$ cat src/rtl/rab_wch_pkg.sv
// Shared types for the RAB W-channel sender: FSM states, the per-burst
// routing decision carried through the decision queue, and the port limit.
package rab_wch_pkg;

   localparam int MAX_PORTS  = 8;
   localparam int DEC_PORT_W = $clog2(MAX_PORTS);

   typedef enum logic [1:0] {
      IDLE  = 2'd0,
      FWD   = 2'd1,
      DRAIN = 2'd2
   } wch_state_t;

   typedef struct packed {
      logic                  drop;
      logic [DEC_PORT_W-1:0] port;
      logic [7:0]            len;
   } wch_dec_t;

   // An out-of-range port has no master behind it, so it is drained.
   function automatic logic dec_is_drop(input wch_dec_t dec, input int n_ports);
      return dec.drop || (int'(dec.port) >= n_ports);
   endfunction

endpackage

$ cat src/rtl/axi_buffer_rab.sv
// Registered FIFO for routing decisions. Exposes the head and the entry
// behind it; a pop on a full queue frees the slot for a same-cycle push.
module axi_buffer_rab #(
   parameter int DATA_WIDTH   = 8,
   parameter int BUFFER_DEPTH = 4
) (
   input  logic                  clk,
   input  logic                  rstn,
   input  logic [DATA_WIDTH-1:0] data_in,
   input  logic                  valid_in,
   output logic                  ready_out,
   output logic [DATA_WIDTH-1:0] data_out,
   output logic                  valid_out,
   output logic [DATA_WIDTH-1:0] data_next,
   output logic                  valid_next,
   input  logic                  ready_in
);

   localparam int PTR_W = (BUFFER_DEPTH > 1) ? $clog2(BUFFER_DEPTH) : 1;
   localparam int CNT_W = $clog2(BUFFER_DEPTH + 1);
   localparam logic [CNT_W-1:0] FULL_CNT = CNT_W'(BUFFER_DEPTH);
   localparam logic [PTR_W-1:0] LAST_PTR = PTR_W'(BUFFER_DEPTH - 1);

   logic [DATA_WIDTH-1:0] mem_q [BUFFER_DEPTH];
   logic [PTR_W-1:0]      wr_ptr_q, wr_ptr_d;
   logic [PTR_W-1:0]      rd_ptr_q, rd_ptr_d;
   logic [PTR_W-1:0]      rd_ptr_nxt;
   logic [CNT_W-1:0]      cnt_q, cnt_d;
   logic                  push, pop;

   function automatic logic [PTR_W-1:0] ptr_inc(input logic [PTR_W-1:0] p);
      return (p == LAST_PTR) ? '0 : p + 1'b1;
   endfunction

   assign valid_out  = (cnt_q != '0);
   assign valid_next = (cnt_q > CNT_W'(1));
   assign rd_ptr_nxt = ptr_inc(rd_ptr_q);
   assign data_out   = mem_q[rd_ptr_q];
   assign data_next  = mem_q[rd_ptr_nxt];

   always_comb begin
      pop       = valid_out & ready_in;
      ready_out = (cnt_q != FULL_CNT) | pop;
      push      = valid_in & ready_out;
      wr_ptr_d  = push ? ptr_inc(wr_ptr_q) : wr_ptr_q;
      rd_ptr_d  = pop ? rd_ptr_nxt : rd_ptr_q;
      cnt_d     = cnt_q;
      if (push && !pop)
         cnt_d = cnt_q + CNT_W'(1);
      else if (pop && !push)
         cnt_d = cnt_q - CNT_W'(1);
   end

   always_ff @(posedge clk or negedge rstn) begin
      if (!rstn) begin
         wr_ptr_q <= '0;
         rd_ptr_q <= '0;
         cnt_q    <= '0;
         for (int i = 0; i < BUFFER_DEPTH; i++)
            mem_q[i] <= '0;
      end else begin
         wr_ptr_q <= wr_ptr_d;
         rd_ptr_q <= rd_ptr_d;
         cnt_q    <= cnt_d;
         if (push)
            mem_q[wr_ptr_q] <= data_in;
      end
   end

endmodule

$ cat src/rtl/axi4_wch_sender_mp.sv
// W-channel sender: routes each queued burst to one master port or drains it.
// Optional beat-count checking is enabled by defining RAB_WCH_BEATCHK_EN.
//
//   state | meaning
//   IDLE  | no decision at the head, slave W stalled
//   FWD   | head burst passes combinationally to master port head.port
//   DRAIN | head burst accepted and discarded
module axi4_wch_sender_mp
   import rab_wch_pkg::*;
#(
   parameter int C_AXI_DATA_WIDTH = 64,
   parameter int C_AXI_USER_WIDTH = 2,
   parameter int N_PORTS          = 2,
   parameter int DEC_FIFO_DEPTH   = 8,
   localparam int PORT_W = (N_PORTS > 1) ? $clog2(N_PORTS) : 1,
   localparam int STRB_W = C_AXI_DATA_WIDTH / 8
) (
   input  logic                                  axi4_aclk,
   input  logic                                  axi4_arstn,
   input  logic                                  dec_valid,
   output logic                                  dec_ready,
   input  logic                                  dec_drop,
   input  logic [PORT_W-1:0]                     dec_port,
   input  logic [7:0]                            dec_len,
   output logic                                  stall_aw,
   input  logic [C_AXI_DATA_WIDTH-1:0]           s_axi4_wdata,
   input  logic [STRB_W-1:0]                     s_axi4_wstrb,
   input  logic [C_AXI_USER_WIDTH-1:0]           s_axi4_wuser,
   input  logic                                  s_axi4_wlast,
   input  logic                                  s_axi4_wvalid,
   output logic                                  s_axi4_wready,
   output logic [N_PORTS*C_AXI_DATA_WIDTH-1:0]   m_axi4_wdata,
   output logic [N_PORTS*STRB_W-1:0]             m_axi4_wstrb,
   output logic [N_PORTS*C_AXI_USER_WIDTH-1:0]   m_axi4_wuser,
   output logic [N_PORTS-1:0]                    m_axi4_wlast,
   output logic [N_PORTS-1:0]                    m_axi4_wvalid,
   input  logic [N_PORTS-1:0]                    m_axi4_wready,
   output logic                                  wlast_done,
   output logic                                  wlast_done_drop,
   output logic                                  len_err
);

   localparam int DEC_W = $bits(wch_dec_t);

   wch_state_t       state_q, state_d;
   wch_dec_t         dec_in, head, nxt;
   logic [DEC_W-1:0] fifo_dout, fifo_dnxt;
   logic             head_valid, nxt_valid;
   logic             pop;
   logic             beat_acc, burst_end, wlast_gen;
   logic [7:0]       dec_len_st;
   logic             wlast_done_q, wlast_done_d;
   logic             wlast_done_drop_q, wlast_done_drop_d;
   logic             unused_ok;

   always_comb begin
      dec_in      = '0;
      dec_in.drop = dec_drop;
      dec_in.port = DEC_PORT_W'(dec_port);
      dec_in.len  = dec_len_st;
   end

   axi_buffer_rab #(
      .DATA_WIDTH   (DEC_W),
      .BUFFER_DEPTH (DEC_FIFO_DEPTH)
   ) u_dec_fifo (
      .clk        (axi4_aclk),
      .rstn       (axi4_arstn),
      .data_in    (dec_in),
      .valid_in   (dec_valid),
      .ready_out  (dec_ready),
      .data_out   (fifo_dout),
      .valid_out  (head_valid),
      .data_next  (fifo_dnxt),
      .valid_next (nxt_valid),
      .ready_in   (pop)
   );

   assign head     = wch_dec_t'(fifo_dout);
   assign nxt      = wch_dec_t'(fifo_dnxt);
   assign stall_aw = ~dec_ready;
   assign beat_acc = s_axi4_wvalid & s_axi4_wready;

   // W datapath mux: only the selected port sees traffic, the rest stay at 0.
   always_comb begin
      s_axi4_wready = 1'b0;
      m_axi4_wdata  = '0;
      m_axi4_wstrb  = '0;
      m_axi4_wuser  = '0;
      m_axi4_wlast  = '0;
      m_axi4_wvalid = '0;
      if (state_q == FWD) begin
         for (int i = 0; i < N_PORTS; i++) begin
            if (head.port == DEC_PORT_W'(i)) begin
               s_axi4_wready = m_axi4_wready[i];
               m_axi4_wvalid[i] = s_axi4_wvalid;
               m_axi4_wlast[i]  = wlast_gen;
               m_axi4_wdata[i*C_AXI_DATA_WIDTH +: C_AXI_DATA_WIDTH] = s_axi4_wdata;
               m_axi4_wstrb[i*STRB_W +: STRB_W] = s_axi4_wstrb;
               m_axi4_wuser[i*C_AXI_USER_WIDTH +: C_AXI_USER_WIDTH] = s_axi4_wuser;
            end
         end
      end else if (state_q == DRAIN) begin
         s_axi4_wready = 1'b1;
      end
   end

   always_comb begin
      state_d           = state_q;
      pop               = 1'b0;
      wlast_done_d      = 1'b0;
      wlast_done_drop_d = 1'b0;
      case (state_q)
         IDLE: begin
            if (head_valid)
               state_d = dec_is_drop(head, N_PORTS) ? DRAIN : FWD;
         end
         FWD, DRAIN: begin
            if (burst_end) begin
               pop               = 1'b1;
               wlast_done_d      = 1'b1;
               wlast_done_drop_d = (state_q == DRAIN);
               // Chain straight into the next queued burst to avoid a bubble.
               if (nxt_valid)
                  state_d = dec_is_drop(nxt, N_PORTS) ? DRAIN : FWD;
               else
                  state_d = IDLE;
            end
         end
         default: state_d = IDLE;
      endcase
   end

   always_ff @(posedge axi4_aclk or negedge axi4_arstn) begin
      if (!axi4_arstn) begin
         state_q           <= IDLE;
         wlast_done_q      <= 1'b0;
         wlast_done_drop_q <= 1'b0;
      end else begin
         state_q           <= state_d;
         wlast_done_q      <= wlast_done_d;
         wlast_done_drop_q <= wlast_done_drop_d;
      end
   end

   assign wlast_done      = wlast_done_q;
   assign wlast_done_drop = wlast_done_drop_q;

`ifdef RAB_WCH_BEATCHK_EN
   logic [7:0] beat_cnt_q, beat_cnt_d;
   logic       len_err_q, len_err_d;
   logic       cnt_at_len;

   assign cnt_at_len = (beat_cnt_q == head.len);
   assign burst_end  = beat_acc & cnt_at_len;
   assign wlast_gen  = cnt_at_len;
   assign dec_len_st = dec_len;

   always_comb begin
      beat_cnt_d = beat_cnt_q;
      if (burst_end)
         beat_cnt_d = '0;
      else if (beat_acc)
         beat_cnt_d = beat_cnt_q + 8'd1;
      // Sticky: either an early wlast or a missing wlast at the counted end.
      len_err_d = len_err_q | (beat_acc & (s_axi4_wlast ^ cnt_at_len));
   end

   always_ff @(posedge axi4_aclk or negedge axi4_arstn) begin
      if (!axi4_arstn) begin
         beat_cnt_q <= '0;
         len_err_q  <= 1'b0;
      end else begin
         beat_cnt_q <= beat_cnt_d;
         len_err_q  <= len_err_d;
      end
   end

   assign len_err   = len_err_q;
   assign unused_ok = ^nxt.len;
`else
   assign burst_end  = beat_acc & s_axi4_wlast;
   assign wlast_gen  = s_axi4_wlast;
   assign dec_len_st = 8'd0;
   assign len_err    = 1'b0;
   assign unused_ok  = ^{nxt.len, head.len, dec_len};
`endif

endmodule

$ cat config.mk
export PLATFORM = sky130hd
export DESIGN_NAME = axi4_wch_sender_mp
export DESIGN_NICKNAME = d
export VERILOG_FILES = /design/src/rtl/rab_wch_pkg.sv /design/src/rtl/axi_buffer_rab.sv /design/src/rtl/axi4_wch_sender_mp.sv
export SDC_FILE = /design/constraint.sdc
export NUM_CORES = 1
export LEC_CHECK = 0
export CAP_MARGIN = 40
export CORE_ASPECT_RATIO = 0.7
export CORE_MARGIN = 2
export CORE_UTILIZATION = 34
export DETAILED_ROUTE_END_ITERATION = 7
export MAX_ROUTING_LAYER = met4
export PLACE_DENSITY_LB_ADDON = 0.25
export SLEW_MARGIN = 20
export SYNTH_ARGS = -nofsm -noshare
export SYNTH_HDL_FRONTEND = slang
export SYNTH_SLANG_ARGS = --single-unit
$ cat constraint.sdc
create_clock -name axi4_aclk -period 7.8 [get_ports axi4_aclk]
set_input_delay 1.56 -clock axi4_aclk [delete_from_list [all_inputs] [get_ports axi4_aclk]]
set_output_delay 1.56 -clock axi4_aclk [all_outputs]
set_load 0.01 [all_outputs]
==> results of run 1 <==
==> where the power goes <==
group          switching [W]  internal, W  total (W)
Clock              0.0000655     0.000126   0.000192
Combinational       0.000940     0.000857    0.00180
Sequential         0.0000873     0.000227   0.000314
Total                0.00109      0.00121    0.00230
==> stage by stage <==
step	instance area (sq um)	util, %
floorplan	2778	-
global placement	5192	65.69
detailed placement	5192	65.69
CTS	5340	67.55
global route	5368	67.90
finish	5368	67.90
==> per-layer routing <==
| layer | part of all wire [%] | wire [microns] | track usage [%] |
|---|---|---|---|
| met1 | 39 | 4867 | 31.50 |
| met2 | 50 | 6264 | 48.73 |
| met5 | 0 | 0 | - |
| met4 | 3.7 | 460 | 9.268 |
| met3 | 7.2 | 901 | 6.302 |
==> flip-flops by register name, indices dropped and copies added (netlist names) <==
signal               count
u_dec_fifo.mem_q        16
u_dec_fifo.cnt_q         4
u_dec_fifo.rd_ptr_q      3
u_dec_fifo.wr_ptr_q      3
state_q                  2
wlast_done               1
wlast_done_drop          1
==> final cells by class <==
class | count | area [sq um] | share of cell area, %
clock buffers | 7 | 142.6 | 2.657
clock inverters | 1 | 5.005 | 0.09324
inverters | 7 | 26.28 | 0.4895
multi-input cells | 336 | 1874 | 34.92
flip-flops and latches | 30 | 750.7 | 13.99
well taps | 101 | 126.4 | 2.354
repair buffers | 243 | 2442 | 45.50
==> cell families (layout without fill, tap and decap cells) <==
| logic type | after synthesis | count (layout) | share of synthesized area (%) |
|---|---|---|---|
| fa+ha+maj | 12 | 12 | 5.405 |
| other cells | 1 | 1 | 0.1350 |
| simple gates | 265 | 265 | 38.38 |
| mux | 21 | 21 | 11.31 |
| xor+xnor | 4 | 4 | 1.261 |
| compound gates | 33 | 33 | 10.45 |
| buf+inv | 39 | 258 | 6.036 |
| flops | 30 | 30 | 27.03 |
==> worst max path at each step <==
stage	cells past startpoint	end	from	slack, ns
after floorplan	6	stall_aw	m_axi4_wready[1]	3.67
after global placement	6	dec_ready	m_axi4_wready[0]	2.74
after detailed placement	6	dec_ready	m_axi4_wready[0]	2.76
after CTS	6	dec_ready	m_axi4_wready[0]	2.75
after global routing	6	dec_ready	m_axi4_wready[0]	2.62
final	6	dec_ready	m_axi4_wready[0]	2.74
==> critical path: stages <==
cell and delay (ns):
clkdlybuf4s50_1 0.48, mux2i_1 0.09, nand4b_1 0.25, mux2i_4 0.40, or2_1 0.18, clkdlybuf4s50_1 0.53
==> placed cells by master, fill, tap and decap left out, types with 2 or more instances in the layout <==
master           synthesis  routed
mux4_2                   6       6
mux2i_4                  1       2
nor2b_1                  6       6
nor2_1                 159     159
mux2_1                   7       7
clkdlybuf4s50_1          0     239
o211ai_1                 4       4
a21oi_1                  2       2
mux2i_1                  4       3
a32o_1                  16      16
nand2_1                 80      80
buf_4                    3       3
nand3b_1                 2       2
and2_1                   4       4
o2111ai_1                4       4
nand4b_1                 2       2
nand3_1                  3       3
nand4_1                  4       4
clkbuf_16                0       5
xor2_1                   3       3
dfrtp_1                 30      30
ha_1                    12      11
inv_1                    6       6
mux2_2                   2       2
==> flow_summary.yaml, run 1 <==
run_status:
  status: "complete, no violations"
route:
  vias_per_cell: 5.119
  detail_route.wl_per_cell_microns: 17.23
  drt-total-wl_mm: 12.49
  drc: 0
  via_count: 3711
  drtIter0Drc: 374
  ant_nets: 0
  firstDrtPassIters: 5
logic_synthesis:
  yosysTopAreaCell: "dfrtp_1"
  synth-seq-area-share_pct: 27.03
  synthFlopType: "dfrtp_1"
  yosysMostFrequentCell: "nor2_1"
  synth_area_leaders: "dfrtp_1, nor2_1, nand2_1"
  yosys-top-cells-count: "nor2_1, nand2_1, dfrtp_1"
  synthArstFlopShare_pct: 100.0
  synth-edff-count: 0
  synth.avg_cell_area_sq_um: 6.858
  postSynthNetCount: 508
  ys_warn_count: 0
  synth.distinct_cells: 42
  synth.top_cell.area_share_pct: 27.03
  syn-instance-count: 405
  ys_ff_latch: 30
  syn_area_sq_um: 2778
critical_path:
  crit_path_end_kind: "primary output"
  rrSetupSlack_ns: 4.03
  crit_type: "input port to primary output"
  cp_max_fo: 13
  start_kind: "input port"
  timing.rr.end: "u_dec_fifo.cnt_q[2]$_DFFE_PN0P_"
  arrival_ns: 3.50
  rr_worst_depth: 11
  reg2reg_from: "state_q[1]$_DFFE_PN0P_"
  critical_path_required_ns: 6.24
power:
  ir_drop_v: 0.0002682
  total_power_w: 0.002302
  p_leak_nw: 2.180
  powerDensity_nw_per_um2: 428.9
cts:
  cts_root_buffer: "clkbuf_16"
  ctsHtreeMaxLevel: 2
  cts_tree: "done"
  ctsHoldBuffers: 0
  cts_max_path_buffers: 2
  cts.reportedPaths.clkPinSlew_ns: 0.05
  cts_resized: 0
  insertion_delay_ns: 0.28
  clkSinkCount: 30
  cts_made_buffers: 5
  post-cts-setup-buffers: 0
die:
  row_count: 27
  dieHeight_microns: 79.62
  die_x_microns: 112.0
  design.core.area_sq_um: 7905
  start_util_pct: 35.14
  ioPinCount: 249
  die_area_sq_um: 8920
timing:
  tightest_slew_ns: 0.7763
  max-slew-margin-rel_pct: 48.25
  post-route-period-util_pct: 64.84
  period_needed_ns: 5.058
  holdWs_ns: 0.5127
  rsz0062_at_grt: "false"
  fin_skew_ns: 0.005600
  layout_setup_ws_ns: 2.742
  timing.fmax_ghz: 0.1977
  drv_slew: 0
  final-setup-viol-count: 0
  hold_viol_final: 0
  tns_ns: 0
global_route:
  grt_pass1_vias: 3455
  antenna_found_initial: 0
  grt_max_degree: 81
  gr-total-overflow: 0
  gr-usage-all-layers_pct: 27.62
  grt_pass1_wl_mm: 18.98
place:
  dpl.hpwl_mm: 9.719
  io_buffers: 239
  pre_cts_slack_ns: 2.758
  numPlacedInstances: 716
  gp_congestion: 0.8860
hold_path:
  hold_depth: 1
  min_from: "u_dec_fifo.mem_q[95]$_DFFE_PN0P_"
  hold_end: "u_dec_fifo.mem_q[95]$_DFFE_PN0P_"
  hold_class: "register to register"
finish:
  synthToLayoutAreaGrowth_pct: 93.24
  fill_cells: 674
  nNetsFinal: 726
  diodes: 0
  drive_above_1_share_pct: 4.006
  layout.cells.non_filler: 725
flow_run:
  cap_violations: 0
No activity file was read; power rests on OpenSTA's default activity.
==> run 2, diff against run 1 <==
Settings changed: CORE_UTILIZATION 34 to 29.
Clock period 7.8 ns to 4.1 ns, I/O delays scaled along.
==> flow_summary.yaml, run 2 (synthesized netlist as in run 1, its figures left out) <==
route:
  wl_met1_mm: 4.845
  firstDrtPassIters: 4
  wl_met3_mm: 1.018
  drt-total-wl_mm: 12.20
  via_count: 3616
  drc: 0
  vias_per_cell: 4.828
  top_layer_used: "met4"
  dr_wl_met2_mm: 6.139
  ant_nets: 0
  drtIter0Drc: 217
  detail_route.wl_per_cell_microns: 16.28
critical_path:
  arrival_ns: 3.11
  rr_worst_depth: 9
  slowest_delay_ns: 0.61
  cp_max_fo: 37
  reg2reg_from: "u_dec_fifo.rd_ptr_q[0]$_DFFE_PN0P_"
  worstPathCellList: "mux4_2, mux2_4, mux2i_4, or2_1, inv_1, clkdlybuf4s50_1"
  crit_buf_inv: 2
  crit_path_end_kind: "primary output"
  crit_family: "multiplexers"
  slowest_stage: "mux4_2"
  start_kind: "register"
  crit_type: "register to primary output"
  timing.rr.end: "u_dec_fifo.cnt_q[3]$_DFFE_PN0P_"
  critical_path_required_ns: 3.28
  rrSetupSlack_ns: 0.50
global_route:
  grt_pass1_wl_mm: 18.69
  antenna_found_initial: 0
  grt_max_degree: 45
  gr-total-overflow: 0
  gr-usage-all-layers_pct: 23.68
  grt_pass1_vias: 3528
cts:
  cts_tree: "done"
  cts_made_buffers: 5
  insertion_delay_ns: 0.28
  clkSinkCount: 30
  cts_max_path_buffers: 2
  ctsHoldBuffers: 0
  cts_resized: 0
  ctsHtreeMaxLevel: 2
  cts_root_buffer: "clkbuf_16"
  cts.reportedPaths.clkPinSlew_ns: 0.05
  post-cts-setup-buffers: 0
timing:
  post-route-period-util_pct: 95.76
  tns_ns: 0
  timing.fmax_ghz: 0.2547
  rsz0062_at_grt: "false"
  fin_skew_ns: 0.003899
  hold_viol_final: 0
  drv_slew: 0
  final-setup-viol-count: 0
  period_needed_ns: 3.926
place:
  placed_area_sq_um: 5251
  dpl.hpwl_mm: 9.799
  gp_congestion: 0.8273
  io_buffers: 239
run_status:
  status: "complete, no violations"
die:
  die_area_sq_um: 10390
  row_count: 29
  dieHeight_microns: 85.88
  ioPinCount: 249
  start_util_pct: 30.26
  design.core.area_sq_um: 9180
  die_x_microns: 121.0
power:
  total_power_w: 0.004326
  powerDensity_nw_per_um2: 802.7
  ir_drop_v: 0.0003396
  p_leak_nw: 2.182
finish:
  diodes: 0
  stdcell_area_sq_um: 5390
  synthToLayoutAreaGrowth_pct: 94.05
  nNetsFinal: 729
  largest-register: "u_dec_fifo.mem_q"
  layout_common_cells: "clkdlybuf4s50_1, nor2_1, nand2_1, dfrtp_1, a32o_1"
  fill_cells: 807
  top_regs: "u_dec_fifo.mem_q (16), u_dec_fifo.cnt_q (4)"
  largest_reg_flops: 16
  layout.cells.most_common: "clkdlybuf4s50_1"
  drive_above_1_share_pct: 4.320
hold_path:
  hold_class: "register to register"
  min_from: "u_dec_fifo.mem_q[44]$_DFFE_PN0P_"
  hold_end: "u_dec_fifo.mem_q[44]$_DFFE_PN0P_"
  hold_depth: 1
flow_run:
  cap_violations: 0
[run 2: cell count changes in the layout (fill, tap and decap cells not counted)]
cell / delta
buf_4: +4
clkinv_2: -1
clkbuf_1: -1
buf_16: -1
[run 2: final cells by class]
type / instances / area (sq um) / share of cell area [%]
clock buffers: 6 / 138.9 / 2.577
well taps: 124 / 155.1 / 2.878
inverters: 7 / 26.28 / 0.4875
repair buffers: 246 / 2445 / 45.36
flip-flops and latches: 30 / 750.7 / 13.93
multi-input cells: 336 / 1874 / 34.77
[run 2: routing by layer]
metal / vias up / global-route usage [%]
met5: - / -
met1: 1669 / 26.85
li1: 1769 / -
met3: 19 / 7.513
met4: 0 / 5.391
met2: 159 / 40.96
[run 2: where the power goes]
part	internal, W	switching (W)
Combinational	0.00161	0.00177
Sequential	0.000431	0.000155
Clock	0.000234	0.000123
[run 2: how the worst max path moves through the flow]
stage	startpoint	end	slack, ns	cells after the start
floorplan	u_dec_fifo.rd_ptr_q[0]$_DFFE_PN0P_	u_dec_fifo.cnt_q[3]$_DFFE_PN0P_	1.25	10
global placement	u_dec_fifo.rd_ptr_q[0]$_DFFE_PN0P_	stall_aw	0.49	6
detailed placement	u_dec_fifo.rd_ptr_q[0]$_DFFE_PN0P_	stall_aw	0.47	6
CTS	u_dec_fifo.rd_ptr_q[0]$_DFFE_PN0P_	stall_aw	0.17	6
global route	u_dec_fifo.rd_ptr_q[0]$_DFFE_PN0P_	stall_aw	0.03	6
finish	u_dec_fifo.rd_ptr_q[0]$_DFFE_PN0P_	stall_aw	0.17	6
[run 2: metrics by stage]
stage | hold slack [ns] | utilization (%) | instances | setup WS (ns)
floorplan | 0.4605 | - | 405 | 1.250
global placement | 0.4727 | 57.20 | 743 | 0.4856
finish | 0.5031 | 58.72 | 749 | 0.1737
CTS | 0.4980 | 58.72 | 749 | 0.1667
detailed placement | 0.4878 | 57.20 | 743 | 0.4724
global route | 0.5120 | 58.72 | 749 | 0.03153
==> run 3, diff against run 2 <==
Settings changed: CORE_MARGIN 2 to 4.
==> flow_summary.yaml, run 3 (synthesized netlist as in run 1, its figures left out) <==
run_status:
  status: "complete, no violations"
place:
  numPlacedInstances: 742
  io_buffers: 239
  gp_congestion: 0.9517
  dpl.hpwl_mm: 10.60
  placed_area_sq_um: 5256
critical_path:
  arrival_ns: 2.97
  critical_path_required_ns: 3.28
  start_kind: "register"
  crit_type: "register to primary output"
  crit_path_end_kind: "primary output"
  cp_max_fo: 77
route:
  firstDrtPassIters: 5
  drt-total-wl_mm: 13.05
  via_count: 3685
  vias_per_cell: 4.926
  ant_nets: 0
  drtIter0Drc: 208
  drc: 0
  detail_route.wl_per_cell_microns: 17.44
timing:
  post-route-period-util_pct: 92.36
  tightest_slew_ns: 0.7683
  max-slew-margin-rel_pct: 48.78
  fin_skew_ns: 0.003800
  final-setup-viol-count: 0
  period_needed_ns: 3.787
  timing.fmax_ghz: 0.2641
  tns_ns: 0
  drv_slew: 0
  hold_viol_final: 0
  rsz0062_at_grt: "false"
die:
  dieHeight_microns: 89.88
  row_count: 29
  ioPinCount: 249
  die_area_sq_um: 11230
  start_util_pct: 30.26
  die_x_microns: 125.0
  design.core.area_sq_um: 9180
finish:
  layout_common_cells: "clkdlybuf4s50_1, nor2_1, nand2_1, dfrtp_1, a32o_1"
  top_regs: "u_dec_fifo.mem_q (16), u_dec_fifo.cnt_q (4)"
  nNetsFinal: 728
  synthToLayoutAreaGrowth_pct: 94.23
  layout.cells.most_common: "clkdlybuf4s50_1"
  diodes: 0
  largest_reg_flops: 16
  utilization_pct: 58.77
  layout.cells.non_filler: 748
  drive_above_1_share_pct: 4.167
  largest-register: "u_dec_fifo.mem_q"
  stdcell_area_sq_um: 5395
global_route:
  grt_max_degree: 78
  antenna_found_initial: 0
  grt_pass1_vias: 3542
  gr-total-overflow: 0
  grt_pass1_wl_mm: 19.92
  gr-usage-all-layers_pct: 22.62
power:
  seq_power_share_pct: 13.5
  p_comb_share_pct: 78.6
  ir_drop_v: 0.0004935
  netSwitchingFraction_pct: 47.69
  p_sw_w: 0.002085
  p_leak_nw: 2.182
  p_int_w: 0.002288
  power_frac_clock_pct: 8.0
  powerDensity_nw_per_um2: 810.6
cts:
  clkSinkCount: 30
  cts_tree: "done"
  post-cts-setup-buffers: 0
  cts_root_buffer: "clkbuf_16"
  ctsHoldBuffers: 0
  ctsHtreeMaxLevel: 2
  insertion_delay_ns: 0.28
  cts_resized: 0
  cts_made_buffers: 5
  cts_max_path_buffers: 2
  cts.reportedPaths.clkPinSlew_ns: 0.05
flow_run:
  cap_violations: 0
hold_path:
  hold_class: "register to register"
run 3: cell types whose count changed in the layout (fill, tap and decap cells not counted), sizes merged:
| cell | delta |
|---|---|
| buf | -1 |
run 3: per-layer routing:
layer | track usage (%) | share of wire (%) | vias up
li1 | - | - | 1762
met1 | 26.06 | 40 | 1721
met5 | - | 0 | -
met4 | 7.581 | 3.5 | 0
met3 | 5.746 | 7.3 | 26
met2 | 38.60 | 49 | 176
run 3: final cells by class:
class | count | area, sq um
Clock buffer | 6 | 138.9
Sequential cell | 30 | 750.7
Fill cell | 833 | 3785
Timing Repair Buffer | 245 | 2450
Tap cell | 124 | 155.1
Inverter | 7 | 26.28
Multi-Input combinational cell | 336 | 1874
run 3: final timing paths:
kind	cells after the start	start	slack, ns	to
min in group asynchronous	2	axi4_arstn	0.93	u_dec_fifo.mem_q[80]$_DFFE_PN0P_
worst min-delay path	1	u_dec_fifo.mem_q[20]$_DFFE_PN0P_	0.50	u_dec_fifo.mem_q[20]$_DFFE_PN0P_
worst min register to register	1	u_dec_fifo.mem_q[20]$_DFFE_PN0P_	0.50	u_dec_fifo.mem_q[20]$_DFFE_PN0P_
max in group asynchronous	2	axi4_arstn	2.89	wlast_done_drop$_DFF_PN0_
worst max register to register	9	u_dec_fifo.rd_ptr_q[0]$_DFFE_PN0P_	0.66	u_dec_fifo.cnt_q[3]$_DFFE_PN0P_
worst max-delay path	5	u_dec_fifo.rd_ptr_q[0]$_DFFE_PN0P_	0.31	m_axi4_wdata[40]
run 3: power groups by stage:
stage / registers (W) / clock network [W] / logic, W
floorplan: 0.000522 / 0 / 0.00184
global placement: 0.000577 / 0 / 0.00339
detailed placement: 0.000589 / 0 / 0.00344
CTS: 0.000586 / 0.000357 / 0.00346
global route: 0.000609 / 0.000372 / 0.00370
finish: 0.000589 / 0.000349 / 0.00344
run 3: worst max-delay path: stages (launching register included):
cell and delay [ns]:
dfrtp_1 0.56, mux4_2 0.61, mux2_4 0.32, buf_4 0.37, nor2_1 0.21, clkdlybuf4s50_1 0.61
run 3: metrics by stage:
| stage | setup WS, ns | total power [W] | hold WS (ns) |
|---|---|---|---|
| after floorplan | 1.250 | 0.002359 | 0.4605 |
| after global placement | 0.5367 | 0.003969 | 0.4716 |
| after detailed placement | 0.5208 | 0.004034 | 0.4802 |
| after CTS | 0.2640 | 0.004406 | 0.4938 |
| after global routing | 0.1639 | 0.004678 | 0.5089 |
| final | 0.3130 | 0.004373 | 0.4972 |
